File: src/rtl/spi_master_param.sv
// rtl/spi_master_param.sv - parameterised serial master: addr/data frame out, slave wait, read data in
// Optional wait-state timeout is compiled in when SPI_MASTER_TIMEOUT_EN is defined.
module spi_master_param #(
  parameter int ADDR_W  = 8,
  parameter int DATA_W  = 8,
  parameter int DEPTH   = 32,
  parameter int TMO_CYC = 255
) (
  input  logic              clk,
  input  logic              rst,
  input  logic              req,
  input  logic              wr,
  input  logic [ADDR_W-1:0] addr,
  input  logic [DATA_W-1:0] din,
  output logic [DATA_W-1:0] dout,
  output logic              busy,
  output logic              done,
  output logic              err,
  output logic [1:0]        err_code,
  output logic              cs,
  output logic              mosi,
  input  logic              miso,
  input  logic              ready,
  input  logic              op_done
);

  localparam int FRM_W = 1 + ADDR_W + DATA_W;
  localparam int CNT_W = $clog2(ADDR_W + DATA_W + 1);
  localparam logic [CNT_W-1:0] LAST_RD_BIT = CNT_W'(ADDR_W);
  localparam logic [CNT_W-1:0] LAST_WR_BIT = CNT_W'(ADDR_W + DATA_W);
  localparam logic [CNT_W-1:0] LAST_RX_BIT = CNT_W'(DATA_W - 1);
  localparam logic [1:0] EC_NONE  = 2'b00;
  localparam logic [1:0] EC_RANGE = 2'b01;

  if (DEPTH < 1 || TMO_CYC < 1) begin : g_param_check
    $error("spi_master_param: DEPTH and TMO_CYC must be at least 1");
  end

  typedef enum logic [2:0] {
    S_IDLE, S_CHECK, S_SHIFT, S_WR_WAIT, S_RD_WAIT, S_RD_DATA, S_FINISH
  } state_t;

  state_t             r_state;
  state_t             w_state_nxt;
  logic [CNT_W-1:0]   r_cnt;
  logic               r_wr;
  logic [FRM_W-1:0]   r_frame;
  logic [DATA_W-1:0]  r_rx;
  logic [DATA_W-1:0]  r_dout;
  logic [1:0]         r_err_code;
  logic [ADDR_W:0]    w_addr_ext;
  logic               w_range_err;
  logic               w_frame_end;
  logic               w_rx_last;
  logic               w_cnt_en;
  logic [DATA_W-1:0]  w_rx_nxt;

  // Frame is {din, addr, wr}; bit 0 is always the one on mosi and shifts out LSB-first.
  assign w_addr_ext  = {1'b0, r_frame[ADDR_W:1]};
  assign w_range_err = (w_addr_ext >= (ADDR_W+1)'(DEPTH));
  assign w_frame_end = (r_cnt == (r_wr ? LAST_WR_BIT : LAST_RD_BIT));
  assign w_rx_last   = (r_cnt == LAST_RX_BIT);
  assign w_cnt_en    = (r_state == S_SHIFT) || (r_state == S_RD_DATA);
  assign w_rx_nxt    = {miso, r_rx[DATA_W-1:1]};

`ifdef SPI_MASTER_TIMEOUT_EN
  localparam int TMO_W = $clog2(TMO_CYC + 1);
  localparam logic [TMO_W-1:0] TMO_LAST = TMO_W'(TMO_CYC - 1);
  localparam logic [1:0] EC_TMO = 2'b10;

  logic [TMO_W-1:0] r_tmo;
  logic             w_waiting;
  logic             w_tmo_hit;

  assign w_waiting = (r_state == S_WR_WAIT) || (r_state == S_RD_WAIT);
  // A slave response arriving on the final wait cycle still wins over the timeout.
  assign w_tmo_hit = w_waiting && (r_tmo == TMO_LAST) &&
                     !((r_state == S_WR_WAIT) ? op_done : ready);

  always_ff @(posedge clk or negedge rst) begin
    if (!rst) begin
      r_tmo <= '0;
    end else begin
      r_tmo <= (!w_waiting || (w_state_nxt != r_state)) ? '0 : r_tmo + 1'b1;
    end
  end
`endif

  always_ff @(posedge clk or negedge rst) begin
    if (!rst) begin
      r_state <= S_IDLE;
    end else begin
      r_state <= w_state_nxt;
    end
  end

  always_comb begin
    w_state_nxt = r_state;
    case (r_state)
      S_IDLE:    if (req) w_state_nxt = S_CHECK;
      S_CHECK:   w_state_nxt = w_range_err ? S_FINISH : S_SHIFT;
      S_SHIFT:   if (w_frame_end) w_state_nxt = r_wr ? S_WR_WAIT : S_RD_WAIT;
      S_WR_WAIT: begin
        if (op_done) w_state_nxt = S_FINISH;
`ifdef SPI_MASTER_TIMEOUT_EN
        else if (w_tmo_hit) w_state_nxt = S_FINISH;
`endif
      end
      S_RD_WAIT: begin
        if (ready) w_state_nxt = S_RD_DATA;
`ifdef SPI_MASTER_TIMEOUT_EN
        else if (w_tmo_hit) w_state_nxt = S_FINISH;
`endif
      end
      S_RD_DATA: if (w_rx_last) w_state_nxt = S_FINISH;
      S_FINISH:  w_state_nxt = S_IDLE;
      default:   w_state_nxt = S_IDLE;
    endcase
  end

  always_comb begin
    busy = (r_state != S_IDLE);
    done = (r_state == S_FINISH);
    err  = (r_state == S_FINISH) && (r_err_code != EC_NONE);
    cs   = (r_state != S_SHIFT);
    mosi = (r_state == S_SHIFT) && r_frame[0];
  end

  always_ff @(posedge clk or negedge rst) begin
    if (!rst) begin
      r_cnt      <= '0;
      r_wr       <= 1'b0;
      r_frame    <= '0;
      r_rx       <= '0;
      r_dout     <= '0;
      r_err_code <= EC_NONE;
    end else begin
      r_cnt <= (!w_cnt_en || (w_state_nxt != r_state)) ? '0 : r_cnt + 1'b1;
      case (r_state)
        S_IDLE: begin
          if (req) begin
            r_wr       <= wr;
            r_frame    <= {din, addr, wr};
            r_err_code <= EC_NONE;
          end
        end
        S_CHECK: begin
          if (w_range_err) r_err_code <= EC_RANGE;
        end
        S_SHIFT: begin
          r_frame <= {1'b0, r_frame[FRM_W-1:1]};
        end
        S_RD_DATA: begin
          r_rx <= w_rx_nxt;
          if (w_rx_last) r_dout <= w_rx_nxt;
        end
`ifdef SPI_MASTER_TIMEOUT_EN
        S_WR_WAIT, S_RD_WAIT: begin
          if (w_tmo_hit) r_err_code <= EC_TMO;
        end
`endif
        default: ;
      endcase
    end
  end

  assign dout     = r_dout;
  assign err_code = r_err_code;

endmodule

File: config.mk
export PLATFORM = sky130hd
export DESIGN_NAME = spi_master_param
export DESIGN_NICKNAME = d
export VERILOG_FILES = /design/src/rtl/spi_master_param.sv
export SDC_FILE = /design/constraint.sdc
export NUM_CORES = 1
export LEC_CHECK = 0
export ABC_AREA = 1
export ABC_CLOCK_PERIOD_IN_PS = 2440
export CAP_MARGIN = 15
export CORE_MARGIN = 2
export CORE_UTILIZATION = 40
export DETAILED_ROUTE_END_ITERATION = 10
export PLACE_DENSITY_LB_ADDON = 0.15
export SYNTH_ARGS = -nofsm -noshare
export SYNTH_HDL_FRONTEND = slang
export SYNTH_SLANG_ARGS = --single-unit
File: constraint.sdc
create_clock -name clk -period 2.44 [get_ports clk]
set_input_delay 0.488 -clock clk [delete_from_list [all_inputs] [get_ports clk]]
set_output_delay 0.488 -clock clk [all_outputs]
set_load 0.01 [all_outputs]
After elaboration in Yosys (flattened, before gate mapping)
Index checks and enable logic that the tools add are counted.

cells by class
  $add $sub $neg = 1
  $mul = 0
  divide/modulo/power cells = 0
  $lt $le $gt $ge = 1
  equality and inequality tests = 12
  shift operators = 0
  mux-type cells = 15
  bitwise logic cells = 0
  reduce and logical (&&, ||, !) cells = 14

operators by type and width
  kind                 count
  $pmux 17 s2          1
  $mux 3               7
  $pmux 3 s6           1
  $mux 17              1
  $mux 5               2
  $eq 3x3->1 const B   3
  $ge 8x6->1 const B   1
  $eq 3x2->1 const B   2
  $reduce_and 2->1     3
  $reduce_bool 2->1    3
  $add 5x1->5 const B  1
  $eq 5x3->1 const B   1
  $eq 5x5->1           1
  $mux 2               2
  $ne 2x2->1 const B   2
  $pmux 2 s2           1
  $eq 3x1->1 const B   1
  $logic_not 3->1      1
  $ne 3x2->1 const B   1
  $ne 3x3->1           1
  $reduce_and 3->1     1
  $reduce_bool 3->1    1
  $logic_and 1x1->1    2
  $logic_or 1x1->1     2
  $logic_not 1->1      1

word-level totals
  flip-flop bits (word level) = 44
  bits in latches = 0
  RAM bits = 0
  memory bits (read-only) = 0
  bits of input ports = 23
  output and inout port bits = 15
  logic and storage cells = 50
  memories kept = 0

Logic depth before layout (Yosys ltp)
Gate-level depths: netlist of the first run.

  depth after elaboration = 7
  mapped depth = 12

Worst setup path after synthesis of the first run
Ideal clock, no wire load.

  path type = reg-to-output
  start point = reg r_state[0]
  end point = out mosi
  data arrival time = 1.320 ns
  data required time = 1.952 ns
  path slack = 0.632 ns
  stages on the path, launching flop included = 5
  path buffers = 1
  cells stage by stage = dfrtp_1 nor3_4 inv_2 buf_6 nor2_1

on the way
  word-level cells in the longest chain between the ends = 2

ends and longest elaborated chain
  element                 line  RTL
  start, declared         43    state_t r_state;
  start signal, assigned  93    r_state <= w_state_nxt;
  $eq 3x2->1              126   mosi = (r_state == S_SHIFT) && r_frame[0];
  $logic_and 1x1->1       126
  end, declared           21    output logic mosi,

No other way between the ends.

Final worst setup path of the first run
  start point = reg r_state[2]
  end point = out mosi

The elaborated chain is that of the path after synthesis.

==> results.json, run 1 <==
{
  "status": "finished clean",
  "num_rows": 25,
  "criticalPathCategory": "flip-flop to primary output",
  "async_flop_share_pct": 100,
  "fin_tns_setup_ps": 0,
  "drc": 0,
  "finalSetupViolations": 0,
  "cts_hold_buf": 0,
  "grt_max_degree": 43,
  "wl_um": 3550,
  "crit_path_start_kind": "flip-flop",
  "drive_gt1_share_pct": 9.56,
  "rsz0062_at_grt": "false",
  "grt_pass1_wl_um": 6380,
  "max_slew.worst_pin.slew_ps": 509,
  "fp.dieH_um": 73.6,
  "period_needed_ps": 2330,
  "cp-end-kind": "primary output",
  "power_density_nw_per_um2": 1010,
  "vias": 1480,
  "die_area_um2": 5410,
  "top_layer_used": "met4",
  "finalCritPeriodShare_pct": 95.6,
  "first_iter_violations": 44,
  "tritoncts": "done",
  "antenna_cells": 0,
  "via_per_inst": 4.85,
  "ant_nets": 0,
  "dpl.hpwl_um": 2580,
  "vdd_ir_drop_max_v": 0.000499,
  "syn_area_per_cell_um2": 9.04,
  "finalCoreUtilization_pct": 51.1,
  "cp.buffers_inverters": 2,
  "core-area_um2": 4690,
  "clkSlewWorstSetupHoldPaths_ps": 70,
  "r2r_cells": 7,
  "clk-insertion-delay-late_ps": 280,
  "m1WireLength_um": 1740,
  "area_growth_pct": 23.8,
  "yosysSeqAreaShare_pct": 54.3,
  "hp-class": "input pin to asynchronous set/reset pin",
  "cts_resized": 0,
  "overflow": 0,
  "final_max_slew_viol_count": 0,
  "synth_cells": 214,
  "drv_cap": 0,
  "post_dp_cell_area_um2": 2310,
  "cp_max_fo": 18,
  "cts_num_sinks": 42,
  "synth_ff_type": "dfrtp_1",
  "post-cts-setup-buffers": 0,
  "arrival_ps": 1850,
  "cts_buffers": 5,
  "skew_ps": 4.12,
  "cp.required_ps": 1950,
  "path_cells": "nor3_4 -> inv_2 -> nor2_1 -> clkdlybuf4s50_1",
  "yosys_warnings": 0,
  "fill_cells": 481,
  "nNetsFinal": 277,
  "wl_per_cell_um": 11.6,
  "ys_ff_latch": 42,
  "grt_usage_pct": 15.5,
  "cp.depth": 4,
  "place_congestion": 0.801,
  "antenna_found_initial": 0,
  "crit_slowest_cell": "clkdlybuf4s50_1",
  "die_w_um": 73.6,
  "slew_headroom_pct": 66.1,
  "synth_edf_count": 0,
  "route.met3.wl_um": 124,
  "p_leak_nw": 1.09,
  "crit_family": "buffers and inverters",
  "final_area_um2": 2400,
  "clockBufferDepth": 2,
  "start_util_pct": 41.3,
  "root_buffer": "clkbuf_8",
  "io_buffer_count": 36,
  "io_pins": 38,
  "grt_pass1_vias": 1427,
  "dr_wl_met2_um": 1620,
  "drtPass1Iterations": 4,
  "max_freq_ghz": 0.429,
  "cts-htree-levels": 2,
  "hold_viol_final": 0,
  "syn_area_um2": 1940,
  "ys_types": 30,
  "synth_nets": 239,
  "slowest_delay_ps": 540
}
[cells by family after synthesis]
group                    after synthesis  synth area share (%)
flip-flops                            42                  54.3
AO/OA/AOI/OAI                         38                  11.2
buffers and inverters                 36                  9.05
XOR/XNOR                               3                  1.36
other                                  1                 0.194
AND/OR/NAND/NOR                       92                  22.6
adder cells (fa/ha/maj)                2                  1.29
[Yosys cell counts (all sizes together) (2+ instances only)]
cell type,instances,area share [%]
buf,6,3.0
inv,29,5.9
a21oi,4,1.0
nor3,2,1.1
o21ai,16,4.1
nand3,7,3.1
nand2,35,7.2
nor2,44,9.9
o211ai,2,0.78
dfrtp,42,54
o22ai,15,4.8
nand4,3,0.97
xnor2,2,0.91
ha,2,1.3
[final cells by class]
class                      count  area, um2  share of cell area [%]
timing repair buffer          38        370                    15.5
inverter                      29        114                    4.75
tap                           54       67.6                    2.82
multi-input combinational    136        709                    29.6
clock buffer                   6       82.6                    3.45
sequential                    42       1050                    43.9
[path summary, 6_finish.rpt]
| kind | start | to | slack, ps |
|---|---|---|---|
| min in group clk | dout[0]$_DFFE_PN0P_ | dout[0]$_DFFE_PN0P_ | 480 |
| max in group asynchronous | rst | r_state[0]$_DFF_PN0_ | 1810 |
| worst max register to register | r_state[2]$_DFF_PN0_ | r_frame[5]$_DFFE_PN0P_ | 780 |
| worst min register to register | dout[0]$_DFFE_PN0P_ | dout[0]$_DFFE_PN0P_ | 480 |
| worst min-delay path | rst | r_frame[12]$_DFFE_PN0P_ | 260 |
| worst max-delay path | r_state[2]$_DFF_PN0_ | mosi | 110 |
[report_power, final]
part	internal [mW]	switching, mW	leakage [nW]	total [mW]
sequential	0.941	0.166	0.501	1.11
combinational	0.367	0.527	0.545	0.895
clock	0.218	0.208	0.0431	0.426
total	1.53	0.902	1.09	2.43
[through the flow]
stage	worst slack (ps)	instances	hold WS [ps]	power (mW)
3_5_place_dp	392	299	466	2.03
5_1_grt	3.85	305	311	2.65
3_3_place_gp	415	299	460	2.01
6_report	106	305	258	2.43
4_1_cts	74.5	305	278	2.47
2_1_floorplan	632	214	192	1.78
[metal layers]
| layer | up-vias | GRT usage (%) |
|---|---|---|
| li1 | 758 | - |
| met1 | 689 | 20.8 |
| met2 | 27 | 23.7 |
| met3 | 6 | 3.57 |
| met4 | 0 | 7.27 |
| met5 | - | 0 |
[cells in the final DEF, fill, tap and decap left out, types with 3 or more instances in the layout]
cell,netlist,final
a21oi_1,4,4
inv_2,3,3
clkdlybuf4s50_1,0,35
o21ai_1,3,3
nand4_1,3,3
dfrtp_1,42,41
inv_1,24,24
nor2_1,41,41
clkbuf_8,0,6
o21ai_0,13,13
nand2_2,3,3
nand3_1,5,5
nand2_1,32,32
o22ai_1,15,15
[sequential cells by signal, indices dropped and copies added (netlist names)]
| register | flops |
|---|---|
| r_cnt | 5 |
| dout | 8 |
| err_code | 1 |
| r_wr | 1 |
| r_rx | 7 |
| r_frame | 17 |
| r_state | 3 |
No activity file was read; power rests on OpenSTA's default activity.
==> run 2: changes to the inputs <==
--- a/config.mk
+++ b/config.mk
@@ -9,7 +9,8 @@
 export ABC_CLOCK_PERIOD_IN_PS = 2440
 export CAP_MARGIN = 15
 export CORE_MARGIN = 2
-export CORE_UTILIZATION = 40
+export CORE_UTILIZATION = 55
+export CTS_CLUSTER_SIZE = 40
 export DETAILED_ROUTE_END_ITERATION = 10
 export PLACE_DENSITY_LB_ADDON = 0.15
 export SYNTH_ARGS = -nofsm -noshare
==> run 2 against run 1 <==
Wire length grew 6.7%. Setup slack lost 16 ps. Sequential share of layout area decreased by 0.80 points. Clock power rose by 4%. First-iteration DRC count rose to 3.9 times the previous value. Via count up 4.8%. Critical path type unchanged. Highest routed layer unchanged.
==> results.json, run 2 (same netlist as run 1, synthesis figures left out) <==
{
  "status": "finished clean",
  "switching_share_pct": 38.1,
  "fill_cells": 266,
  "power.share.clock_pct": 17.6,
  "cp.depth": 5,
  "dpl.hpwl_um": 2570,
  "cp.buffers_inverters": 4,
  "criticalPathCategory": "flip-flop to primary output",
  "tritoncts": "done",
  "fp.dieH_um": 63.3,
  "area_growth_pct": 26.4,
  "slew_headroom_pct": 65.7,
  "crit_slowest_cell": "clkdlybuf4s50_1",
  "power_density_nw_per_um2": 1030,
  "grt_pass1_wl_um": 7000,
  "cp_max_fo": 8,
  "first_iter_violations": 173,
  "wl_um": 3790,
  "overflow": 0,
  "layout_commonest_cell": "nor2_1",
  "p_leak_nw": 1.12,
  "finalCritPeriodShare_pct": 96.3,
  "cp.required_ps": 1950,
  "num_rows": 21,
  "max_freq_ghz": 0.426,
  "slowest_delay_ps": 470,
  "vdd_ir_drop_max_v": 0.000651,
  "period_needed_ps": 2350,
  "largest_reg_flops": 17,
  "core-area_um2": 3360,
  "wl_per_cell_um": 12.4,
  "p_switching_mw": 0.964,
  "path_cells": "inv_4 -> nor3_4 -> clkinv_4 -> buf_4 -> clkdlybuf4s50_1",
  "start_util_pct": 57.6,
  "grt_pass1_vias": 1549,
  "max_slew.worst_pin.slew_ps": 515,
  "antenna_cells": 0,
  "share_comb_of_total_power_pct": 38.2,
  "place_congestion": 0.791,
  "nNetsFinal": 283,
  "layout_common_cells": "nor2_1, dfrtp_1, clkdlybuf4s50_1",
  "hp-class": "input pin to asynchronous set/reset pin",
  "finalSetupViolations": 0,
  "ant_nets": 0,
  "antenna_found_initial": 0,
  "clockBufferDepth": 2,
  "drtPass1Iterations": 4,
  "cts-htree-levels": 2,
  "root_buffer": "clkbuf_4",
  "arrival_ps": 1860,
  "vias": 1551,
  "die_w_um": 63.3,
  "r2r_cells": 8,
  "cp-end-kind": "primary output",
  "timing.hold.ws_ps": 177,
  "clk-insertion-delay-late_ps": 340,
  "cts_buffers": 5,
  "drc": 0,
  "fin_tns_setup_ps": 0,
  "crit_family": "buffers and inverters",
  "via_per_inst": 5.09,
  "io_pins": 38,
  "final_max_slew_viol_count": 0,
  "grt_usage_pct": 22.3,
  "crit_path_start_kind": "flip-flop",
  "io_buffer_count": 36,
  "cts_num_sinks": 42,
  "seqPwrFrac_pct": 44.2,
  "grt_max_degree": 43,
  "regMostFlops": "r_frame",
  "hold_viol_final": 0,
  "drv_cap": 0,
  "die_area_um2": 4010,
  "clkSlewWorstSetupHoldPaths_ps": 130,
  "p_int_mw": 1.56,
  "skew_ps": 10.8,
  "drive_gt1_share_pct": 13.5
}
[run 2: path summary, 6_finish.rpt]
check | start | end | slack [ps]
worst min-delay path | rst | r_cnt[2]$_DFF_PN0_ | 180
max in group asynchronous | rst | r_state[0]$_DFF_PN0_ | 1880
worst max-delay path | r_state[1]$_DFF_PN0_ | cs | 90
worst max register to register | r_state[1]$_DFF_PN0_ | r_frame[15]$_DFFE_PN0P_ | 700
worst min register to register | r_rx[1]$_DFFE_PN0N_ | dout[0]$_DFFE_PN0P_ | 490
min in group clk | r_rx[1]$_DFFE_PN0N_ | dout[0]$_DFFE_PN0P_ | 490
[run 2: stage by stage]
step	util [%]	std cells	worst slack [ps]	power [mW]	area, um2
6_report	72.7	305	90.1	2.53	2450
5_1_grt	72.7	305	-16.0	2.76	2450
4_1_cts	70.9	299	45.1	2.48	2390
3_5_place_dp	68.5	291	368	2.03	2300
3_3_place_gp	68.5	291	426	1.99	2300
2_1_floorplan	-	214	632	1.78	1940
[run 2: final cells by class]
type | count | area, um2 | share of cell area [%]
flip-flops and latches | 42 | 1050 | 43.1
multi-input cells | 136 | 716 | 29.3
repair buffers | 44 | 415 | 17.0
inverters | 29 | 121 | 4.96
well taps | 46 | 57.6 | 2.35
clock inverters | 3 | 43.8 | 1.79
clock buffers | 5 | 37.5 | 1.53
[run 2: worst register-to-register path, stage by stage (launching register included)]
cell and delay (ps):
dfrtp_2 470, buf_4 140, nor2_1 210, nand3_4 260
inv_4 190, nor2_8 50, inv_2 180, nor2_1 60
nor2_1 100
[run 2: per-layer routing]
metal | track usage [%] | share of wire (%)
met1 | 29.0 | 44
met2 | 36.2 | 49
met3 | 5.54 | 5.4
met4 | 8.42 | 1.1
met5 | 0 | 0
[run 2: power by group through the flow]
stage	Sequential, mW	Combinational [mW]	Clock, mW
2_1_floorplan	1.08	0.707	0
3_3_place_gp	1.11	0.884	0
3_5_place_dp	1.12	0.910	0
4_1_cts	1.11	0.919	0.454
5_1_grt	1.15	1.11	0.494
6_report	1.12	0.965	0.445
[run 2: repair_timing]
action	CTS	global route
hold buffers	0	0
gates cloned	0	0
pin swaps	0	1
buffers inserted	0	6
endpoints found under the setup margin	2	3
resized for setup	2	6
